## config.mk

```make
export PLATFORM = sky130hd
export DESIGN_NAME = fetch_unit
export DESIGN_NICKNAME = d
export VERILOG_FILES = /design/src/rtl/fetch_unit.sv
export SDC_FILE = /design/constraint.sdc
export NUM_CORES = 1
export LEC_CHECK = 0
export CORE_ASPECT_RATIO = 1.75
export CORE_MARGIN = 2
export CORE_UTILIZATION = 35
export DETAILED_ROUTE_END_ITERATION = 10
export GPL_TIMING_DRIVEN = 0
export PLACE_DENSITY_LB_ADDON = 0.08
export SYNTH_ARGS = -nofsm -noshare
export SYNTH_HDL_FRONTEND = slang
export SYNTH_SLANG_ARGS = --single-unit
export TNS_END_PERCENT = 1
```

## constraint.sdc

```tcl
create_clock -name clk -period 2.15 [get_ports clk]
set_clock_uncertainty 0.2 [all_clocks]
set_input_delay 0.43 -clock clk [delete_from_list [all_inputs] [get_ports clk]]
set_output_delay 0.43 -clock clk [all_outputs]
set_load 0.1 [all_outputs]
```

## src/rtl/fetch_unit.sv

```systemverilog
// Instruction fetch stage: samples the selected PC, issues one outstanding
// instruction-memory read and holds the result in a one-entry buffer toward decode.
//
// state | meaning
// IDLE  | no request outstanding; waits for empty/draining buffer to launch a fetch
// REQ   | request held on imem_req/imem_addr until imem_ack
module fetch_unit #(
  parameter int ADDR_W  = 8,
  parameter int INSTR_W = 16
) (
  input  logic               clk,
  input  logic               rst,
  input  logic [ADDR_W-1:0]  i_pc_in,
  output logic [ADDR_W-1:0]  o_pc_inc,
  input  logic               i_flush,
  output logic               o_imem_req,
  output logic [ADDR_W-1:0]  o_imem_addr,
  input  logic               i_imem_ack,
  input  logic [INSTR_W-1:0] i_imem_rdata,
  output logic               o_if_valid,
  input  logic               i_if_ready,
  output logic [INSTR_W-1:0] o_if_instr,
  output logic [ADDR_W-1:0]  o_if_pc
);

  typedef enum logic {IDLE, REQ} state_t;

  state_t               r_state;
  logic [ADDR_W-1:0]    r_fetch_addr;
  logic                 r_drop;
  logic                 r_imem_req;
  logic                 r_if_valid;
  logic [INSTR_W-1:0]   r_if_instr;
  logic [ADDR_W-1:0]    r_if_pc;
  logic                 w_buf_free;

  assign w_buf_free = !r_if_valid || i_if_ready;

  always_ff @(posedge clk or posedge rst) begin
    if (rst) begin
      r_state      <= IDLE;
      r_fetch_addr <= '0;
      r_drop       <= 1'b0;
      r_imem_req   <= 1'b0;
      r_if_valid   <= 1'b0;
      r_if_instr   <= '0;
      r_if_pc      <= '0;
    end else begin
      if (r_if_valid && i_if_ready)
        r_if_valid <= 1'b0;

      case (r_state)
        IDLE: begin
          if (!i_flush && w_buf_free) begin
            r_state      <= REQ;
            r_fetch_addr <= i_pc_in;
            r_imem_req   <= 1'b1;
          end
        end
        REQ: begin
          if (i_imem_ack) begin
            if (!r_drop && !i_flush) begin
              r_if_instr <= i_imem_rdata;
              r_if_pc    <= r_fetch_addr;
              r_if_valid <= 1'b1;
            end
            r_drop     <= 1'b0;
            r_imem_req <= 1'b0;
            r_state    <= IDLE;
          end else if (i_flush) begin
            // request stays on the bus; its data is discarded when it returns
            r_drop <= 1'b1;
          end
        end
        default: r_state <= IDLE;
      endcase

      if (i_flush)
        r_if_valid <= 1'b0;
    end
  end

  assign o_imem_req  = r_imem_req;
  assign o_imem_addr = r_fetch_addr;
  assign o_pc_inc    = r_fetch_addr + 1'b1;
  assign o_if_valid  = r_if_valid;
  assign o_if_instr  = r_if_instr;
  assign o_if_pc     = r_if_pc;

endmodule

```

==> implementation parameters <==
Parameter                              Value

Outcome
  Status ... finished, violations left
  Violated checks ... negative setup slack

Timing
  Upper clock frequency limit ... 0.445 GHz
  Final setup fails ... 3
  Headroom to the max-slew limit ... 0.351
  Number of max-slew violations in the final report ... 0
  Min cycle time layout ... 2.25 ns
  Final hold violation count ... 0
  Post-route worst setup slack ... -0.0970 ns
  Share of the clock period used by the worst path ... 1.05
  Unrepaired setup endpoints after global routing ... yes
  Tightest Pin Transition ... 0.977 ns

Placement
  Pre-CTS setup slack ... -0.770 ns
  Routability congestion estimate from global placement ... 0.676
  Placed wire-length estimate after detailed placement ... 2540 um
  Number of input and output port buffers inserted ... 70
  Instance area at placement ... 0.00249 mm2

Route
  Sum of met2 wire segment lengths after detailed routing ... 1890 um
  Final routed DRC violation total ... 0
  First DRT Iteration DRCs ... 15
  Top routing layer in use ... met4
  Drt first pass iters ... 3
  Routed via count ... 1070
  Post-DR wirelength/cell ... 14.9 um
  Final WL ... 3410 um
  Routed metal-1 wirelength ... 1250 um
  WL met3 ... 216 um
  Final antenna-violating net count ... 0
  Vias per inst ... 4.67

Global route
  GR Util All Layers ... 0.160
  Antenna violations before repair ... 0
  Maximum number of pins on one net before global-route repair ... 37
  Vias in the first global route ... 1247
  Total congestion overflow ... 0
  Global-route wire length before repair ... 5810 um

Yosys
  Avg Synthesized Cell Area ... 15.8 um2
  Count of mapped cells out of synthesis ... 100
  Share of the yosys chip area belonging to registers ... 0.571
  Yosys Warn Count ... 0
  Register bit total from synthesis ... 36
  Count of distinct cell types in the synthesized netlist ... 20
  Syn_nets ... 130
  Area of the mapped netlist ... 0.00158 mm2

Final layout
  Layout-stage area growth over the synthesis result ... 63.7%
  Multi-input combinational cell area ... 773 um2
  Nets ... 207
  Layout fillers ... 358
  Most common cell after layout, fill and taps aside ... dfrtp_1
  Top library cells by usage in the layout, fill and taps aside ... dfrtp_1, clkdlybuf4s50_1, mux2_4
  Sequential cell area ... 922 um2
  Total inserted antenna cells ... 0
  Layout cells sized above 1 ... 0.483
  Total non-filler cell area in the finished layout ... 0.00258 mm2

Critical path
  Reg-to-reg endpoint ... o_if_instr[1]
  Number of cell instances on the worst register-to-register path ... 4
  Largest stage delay on the critical path ... 0.53 ns
  Critical path's slowest cell ... dfrtp_4
  WS Path Type ... reg2out
  Largest delay share family, worst path ... flip-flops
  Crit-path cells ... ha_4 > and3_4 > nand3_4 > xnor2_4 > buf_12
  Worst reg2reg path startpoint ... r_state
  Arrival time at the worst endpoint ... 1.62 ns
  Req. time, crit path ... 1.52 ns
  Worst-path maximum fanout ... 7
  Critical Path Start Type ... register
  Reg-to-reg slack, setup ... 0.42 ns
  Worst setup EP type ... output port
  Buffers & Inverters on Critical Path ... 1

Floorplan
  Initial core utilization ... 0.362
  Die extent in x ... 54.8 um
  Area of the die ... 0.00509 mm2
  Floorplan die height ... 92.9 um
  I/O pin count ... 71
  Row cnt ... 32
  Floorplan core area ... 0.00436 mm2

Clock network
  Total setup buffers inserted after CTS ... 0
  CTS clock-pin slew for the worst setup and hold paths ... 0.07 ns
  Num Clock Sinks ... 36
  Clock network latency to the later pin of the worst-skew pair ... 0.28 ns
  Number of CTS-inserted buffers ... 5
  Maximum buffer depth of the clock tree ... 2
  Clk root buf ... clkbuf_8
  Htree depth ... 2
  CTS tree ... done

Hold path
  Class of the most critical hold timing path ... reg2reg
  Hold Path Cell Cnt ... 2
  Hold path start ... o_imem_req
  WHS Endpoint ... o_imem_req

Job
  Number of maximum-capacitance violations ... 0
cell usage after synthesis:
master | number | area (um2)
dfrtp_1 | 36 | 901
mux2_4 | 27 | 405
mux2_2 | 5 | 56.3
inv_1 | 4 | 15.0
nand2_1 | 4 | 15.0
xor2_1 | 4 | 35.0
buf_6 | 3 | 33.8
nand3_1 | 3 | 15.0
a21oi_1 | 2 | 10.0
xnor2_1 | 2 | 17.5
a21o_1 | 1 | 7.51
and3_1 | 1 | 6.26
ha_1 | 1 | 12.5
nand2_2 | 1 | 6.26
nor2_1 | 1 | 3.75
nor2b_1 | 1 | 6.26
nor3_1 | 1 | 5.00
nor3_4 | 1 | 16.3
o21ai_0 | 1 | 5.00
or3_1 | 1 | 6.26
sequential cells by signal, indices dropped and copies added, names as in the netlist:
name	count
o_if_pc	8
r_drop	1
o_imem_addr	8
o_if_instr	16
o_imem_req	1
o_if_valid	1
r_state	1
kinds of logic after synthesis:
logic type / Yosys count / synth area share
DFF: 36 / 0.571
muxes: 32 / 0.292
and+or+nand+nor: 14 / 0.0507
buffers and inverters: 7 / 0.0309
xor gates and xnor gates: 6 / 0.0333
AOI/OAI and AO/OA: 4 / 0.0143
adders and majority gates: 1 / 0.00792
worst max-delay path by stage:
stage	slack (ns)	startpoint	end	cells after the start
3_5_place_dp	-0.77	o_imem_addr[4]	o_pc_inc[7]	4
2_1_floorplan	-0.28	o_imem_addr[0]	o_pc_inc[6]	4
4_1_cts	-0.25	o_imem_addr[4]	o_pc_inc[7]	4
6_report	-0.1	o_imem_addr[0]	o_pc_inc[6]	5
3_3_place_gp	-0.75	o_imem_addr[4]	o_pc_inc[7]	4
5_1_grt	-0.15	o_imem_addr[0]	o_pc_inc[6]	5
stage by stage:
stage / setup TNS (ns) / util / cells / hold WS [ns]
after floorplan: -1.23 / - / 100 / 0.293
after global placement: -10.67 / 0.571 / 221 / 0.265
after detailed placement: -14.49 / 0.571 / 221 / 0.273
after CTS: -0.936 / 0.585 / 229 / 0.287
after global routing: -0.369 / 0.592 / 229 / 0.320
final: -0.161 / 0.592 / 229 / 0.287
tightest hold or removal path, stage by stage (launching register included):
cell     delay, ns
dfrtp_1       0.35
nand2_1       0.05
nand2_1       0.05
final cells by class:
cell class                 count  share of cell area
sequential                    36               0.357
clock buffer                   7              0.0295
multi-input combinational     57               0.299
timing repair buffer          70               0.268
buffer                         3              0.0131
clock inverter                 1             0.00194
inverter                       4             0.00726
tap                           51              0.0247
routing by layer:
layer / vias to the layer above / global-route usage
met5: - / 0
met4: 0 / 0.0688
met3: 7 / 0.0355
met2: 44 / 0.268
met1: 531 / 0.186
li1: 488 / -
what timing repair did:
item,in CTS,in global routing
gates resized for setup,99,42
hold buffers,0,0
pin swaps,1,2
endpoints found under the setup margin,47,28
Power is not shown: default switching activity piles up to over one toggle a cycle in this logic, so the estimate is an artifact.
==> RTL change 1: new RTL, config.mk and constraints unchanged <==
Set the parameter `ADDR_W` to 7 (it was 8).
--- a/src/rtl/fetch_unit.sv
+++ b/src/rtl/fetch_unit.sv
@@ -5,7 +5,7 @@
 // IDLE  | no request outstanding; waits for empty/draining buffer to launch a fetch
 // REQ   | request held on imem_req/imem_addr until imem_ack
 module fetch_unit #(
-  parameter int ADDR_W  = 8,
+  parameter int ADDR_W  = 7,
   parameter int INSTR_W = 16
 ) (
   input  logic               clk,
Interface: changed (resized i_pc_in, o_if_pc, o_imem_addr and o_pc_inc); port bits go from 71 to 67. The function was not compared with the original's and may differ.
==> RTL change 1 against the original RTL <==
Synthesized cell count fell by 8.0%; sequential cell count fell by 2; count of clock-buffer cells in the layout fell by 1; routed wire length fell by 2.2%; area after synthesis fell by 11%; design area fell by 4.2%; worst setup slack improved by 0.13 ns; critical path depth fell by 4.
Power is left out: the tool's default activity adds up to more than one toggle a clock period on the data nets, which glitch-free logic cannot reach.
==> RTL change 1: results (changes against the original RTL) <==
sta:
  hold_slack_ns: 0.229  # -0.0582 ns
  timing.slew.headroom: 0.358  # +0.00655
setup_path:
  slowest_stage: "dlygate4sd2_1"
  rr_startpoint: "r_state"
  crit_start: "o_if_pc[5]"
  ff2ff_setup_slack_ns: 0.46  # +0.04 ns
  r2r_end: "o_if_pc[4]"
  worstPathArrival_ns: 1.48  # -0.14 ns
  max_stage_delay_ns: 0.85  # +0.32 ns
  crit_family: "buffers and inverters"
  worstPathMaxFanout: 2  # -5
  r2r_cells: 4  # unchanged
global_routing:
  grt_pass1_wl_um: 5320  # -8.4%
  track_usage: 0.164  # +0.00418
  grt_max_degree: 35  # -5.4%
  antenna_found_initial: 0  # unchanged
  grt_pass1_vias: 1121  # -10%
place:
  hpwl_um: 2520  # -0.76%
  place_congestion: 0.735  # +8.8%
  dp.cells: 206  # -6.8%
  placed_cell_area_mm2: 0.00229  # -7.9%
  port_buffers: 66  # -5.7%
  pre_cts_ws_ns: -0.608  # +0.162 ns
routing:
  vias_per_cell: 4.63  # -0.84%
  drt_iter0_markers: 12  # -3
  routed_wl_um: 3340  # -2.2%
  first_pass_iters: 2  # -1
  wire_per_inst_um: 15.3  # +2.7%
clocking:
  cts_buffer_depth: 2  # unchanged
  cts-root-buf: "clkbuf_8"
  clk_latency_ns: 0.29
  htreeDepth: 2  # unchanged
  cts_made_buffers: 5  # unchanged
  clk_pin_slew_worst_paths_ns: 0.08
synthesis:
  synth_nets: 121  # -6.9%
  async_flop_share: 1.00  # unchanged
  synthAdderAreaFrac: 0.00887  # +0.000941
  synthXorXnorAreaFrac: 0.0310  # -0.00225
  syn_area_per_cell_um2: 15.3  # -2.8%
  yosys-top-cells-area: "dfrtp_1, mux2_2, mux2_4"
  synth_compound_area_frac: 0.0177  # +0.00347
  ys_seq_area_frac: 0.603  # +0.0323
  muxShareOfSynthArea: 0.258  # -0.0344
  yosys_warnings: 0  # unchanged
  synthDistinctLibCells: 19  # -5.0%
  synth_common_cells: "dfrtp_1, mux2_2, mux2_4"
finish:
  diodes: 0  # unchanged
  nets: 198  # -4.3%
  largest_reg_flops: 16  # unchanged
  drive_gt1_frac: 0.494  # +0.0110
min_path:
  hold_class: "primary input to async pin"
run_status:
  run_status: "finished, final reports clean"
==> RTL change 1: cell types whose count changed after synthesis <==
cell / unedited run / this run
nand2_1: 4 / 3
o21ba_2: 0 / 1
inv_1: 4 / 3
nor3_1: 1 / 0
nand3_1: 3 / 4
nand2_2: 1 / 0
mux2_4: 27 / 7
mux2_1: 0 / 1
mux2_2: 5 / 22
a21o_1: 1 / 0
xor2_1: 4 / 1
dfrtp_1: 36 / 34
xnor2_1: 2 / 4
==> RTL change 1: how the worst max path moves through the flow <==
stage / end / slack, ns / cells past startpoint
2_1_floorplan: o_pc_inc[6] / -0.16 / 3
3_3_place_gp: o_pc_inc[4] / -0.59 / 4
3_5_place_dp: o_pc_inc[6] / -0.61 / 4
4_1_cts: o_pc_inc[6] / -0.008 / 4
5_1_grt: o_pc_inc[4] / -0.01 / 4
6_report: o_if_pc[5] / 0.04 / 1
==> RTL change 1: cell type report <==
cell class,instances,area (um2)
buffer,3,33.8
clock buffer,6,82.6
clock inverter,2,60.1
fill,308,1390
inverter,3,11.3
multi-input combinational,52,657
sequential,34,871
tap,48,60.1
timing repair buffer,70,702
==> RTL change 1: repair_timing <==
action	in CTS	in global routing
setup buffers	0	3
endpoints found under the setup margin	39	26
resized for setup	100	26
pin swaps	0	6
==> RTL change 1: cells by family (layout without fill, tap and decap cells) <==
group                      Yosys count  count (layout)
buffers and inverters                6              84
muxes                               30              30
AOI/OAI and AO/OA                    4               4
adders and majority gates            1               1
and+or+nand+nor                     12              12
DFF                                 34              34
xor gates and xnor gates             5               5
==> RTL change 1: per-layer routing <==
layer | track usage | part of all wire
met1 | 0.159 | 0.32
met2 | 0.295 | 0.58
met3 | 0.0683 | 0.076
met4 | 0.0718 | 0.021
met5 | 0 | 0
==> RTL change 2: new RTL, config.mk and constraints unchanged <==
Without the edit above. Reset style: synchronous (`rst`), changed in one clocked block.
--- a/src/rtl/fetch_unit.sv
+++ b/src/rtl/fetch_unit.sv
@@ -36,7 +36,7 @@
 
   assign w_buf_free = !r_if_valid || i_if_ready;
 
-  always_ff @(posedge clk or posedge rst) begin
+  always_ff @(posedge clk) begin
     if (rst) begin
       r_state      <= IDLE;
       r_fetch_addr <= '0;
Check against the original RTL: differs if rst is asserted again (counterexample within 4 cycles, from zero or initial values and one cycle with rst high); with rst held inactive, the same outputs for 10 cycles.
==> RTL change 2 against the original RTL <==
Register-to-register slack improved by 0.26 ns; global-route usage increased by 1.4 points; count of clock-buffer cells in the layout unchanged; sequential cell count unchanged; routed wire length increased by 12%; design area decreased by 3.8%; worst setup slack improved by 0.13 ns; via count increased by 37%; highest routed layer unchanged; area after synthesis decreased by 6.7%; non-clock buffer count increased by 8.
Power is left out: it rests on default switching activity, and per cell area and clock period it moved more than threefold.
==> RTL change 2: results (changes against the original RTL) <==
finish:
  nets: 280  # +35%
  buffers: 81  # +11%
  utilization: 0.611  # +0.0184
  final-seq-area_um2: 747  # -19%
  clk_share: 0.0327  # +0.00123
  buf_share: 0.310  # +0.0296
  multi_input_area_share: 0.330  # +0.0314
  non_clock_inverter_count: 1  # -3
  multi_input_gates: 125  # +120%
global_routing:
  grt_max_degree: 12  # -68%
  track_usage: 0.174  # +0.0144
place:
  dp.cells: 292  # +32%
  placed_cell_area_mm2: 0.00240  # -3.7%
setup_path:
  worstPathArrival_ns: 1.49  # -0.13 ns
  rr_startpoint: "r_state"
  max_stage_delay_ns: 0.87  # +0.34 ns
  slowest_stage: "dlygate4sd2_1"
run_status:
  run_status: "finished, final reports clean"
synthesis:
  synth_compound_area_frac: 0.182  # +0.167
  synthXorXnorAreaFrac: 0.0357  # +0.00237
  synth_common_cells: "nand2_1, dfxtp_1, a21oi_1"
  muxShareOfSynthArea: 0  # -0.292
  syn_area_per_cell_um2: 8.47  # -46%
  synthFlopType: "dfxtp_1"
  synthDistinctLibCells: 25  # +25%
  yosys-top-cells-area: "dfxtp_1, nand2_1, a21oi_1"
routing:
  vias_per_cell: 4.90  # +4.9%
  drt_iter0_markers: 13  # -2
sta:
  hold_slack_ns: 0.221  # -0.0658 ns
[RTL change 2: metal layers]
| layer | track usage | vias up | part of all wire |
|---|---|---|---|
| met5 | 0 | - | 0 |
| li1 | - | 734 | - |
| met3 | 0.0498 | 10 | 0.068 |
| met1 | 0.203 | 675 | 0.38 |
| met4 | 0.0791 | 0 | 0.028 |
| met2 | 0.284 | 52 | 0.52 |
[RTL change 2: worst max path at each step]
stage / start / end / depth (start not counted)
floorplan: o_imem_addr[3] / o_pc_inc[6] / 3
CTS: o_imem_addr[2] / o_pc_inc[3] / 3
global route: o_imem_addr[0] / o_pc_inc[4] / 4
global placement: o_imem_addr[2] / o_pc_inc[7] / 4
detailed placement: o_imem_addr[0] / o_pc_inc[4] / 4
finish: o_if_pc[1] / o_if_pc[1] / 1
[RTL change 2: timing repair]
item                                    CTS  global route
resized for setup                        93            15
pin swaps                                 0             3
endpoints found under the setup margin   42            12
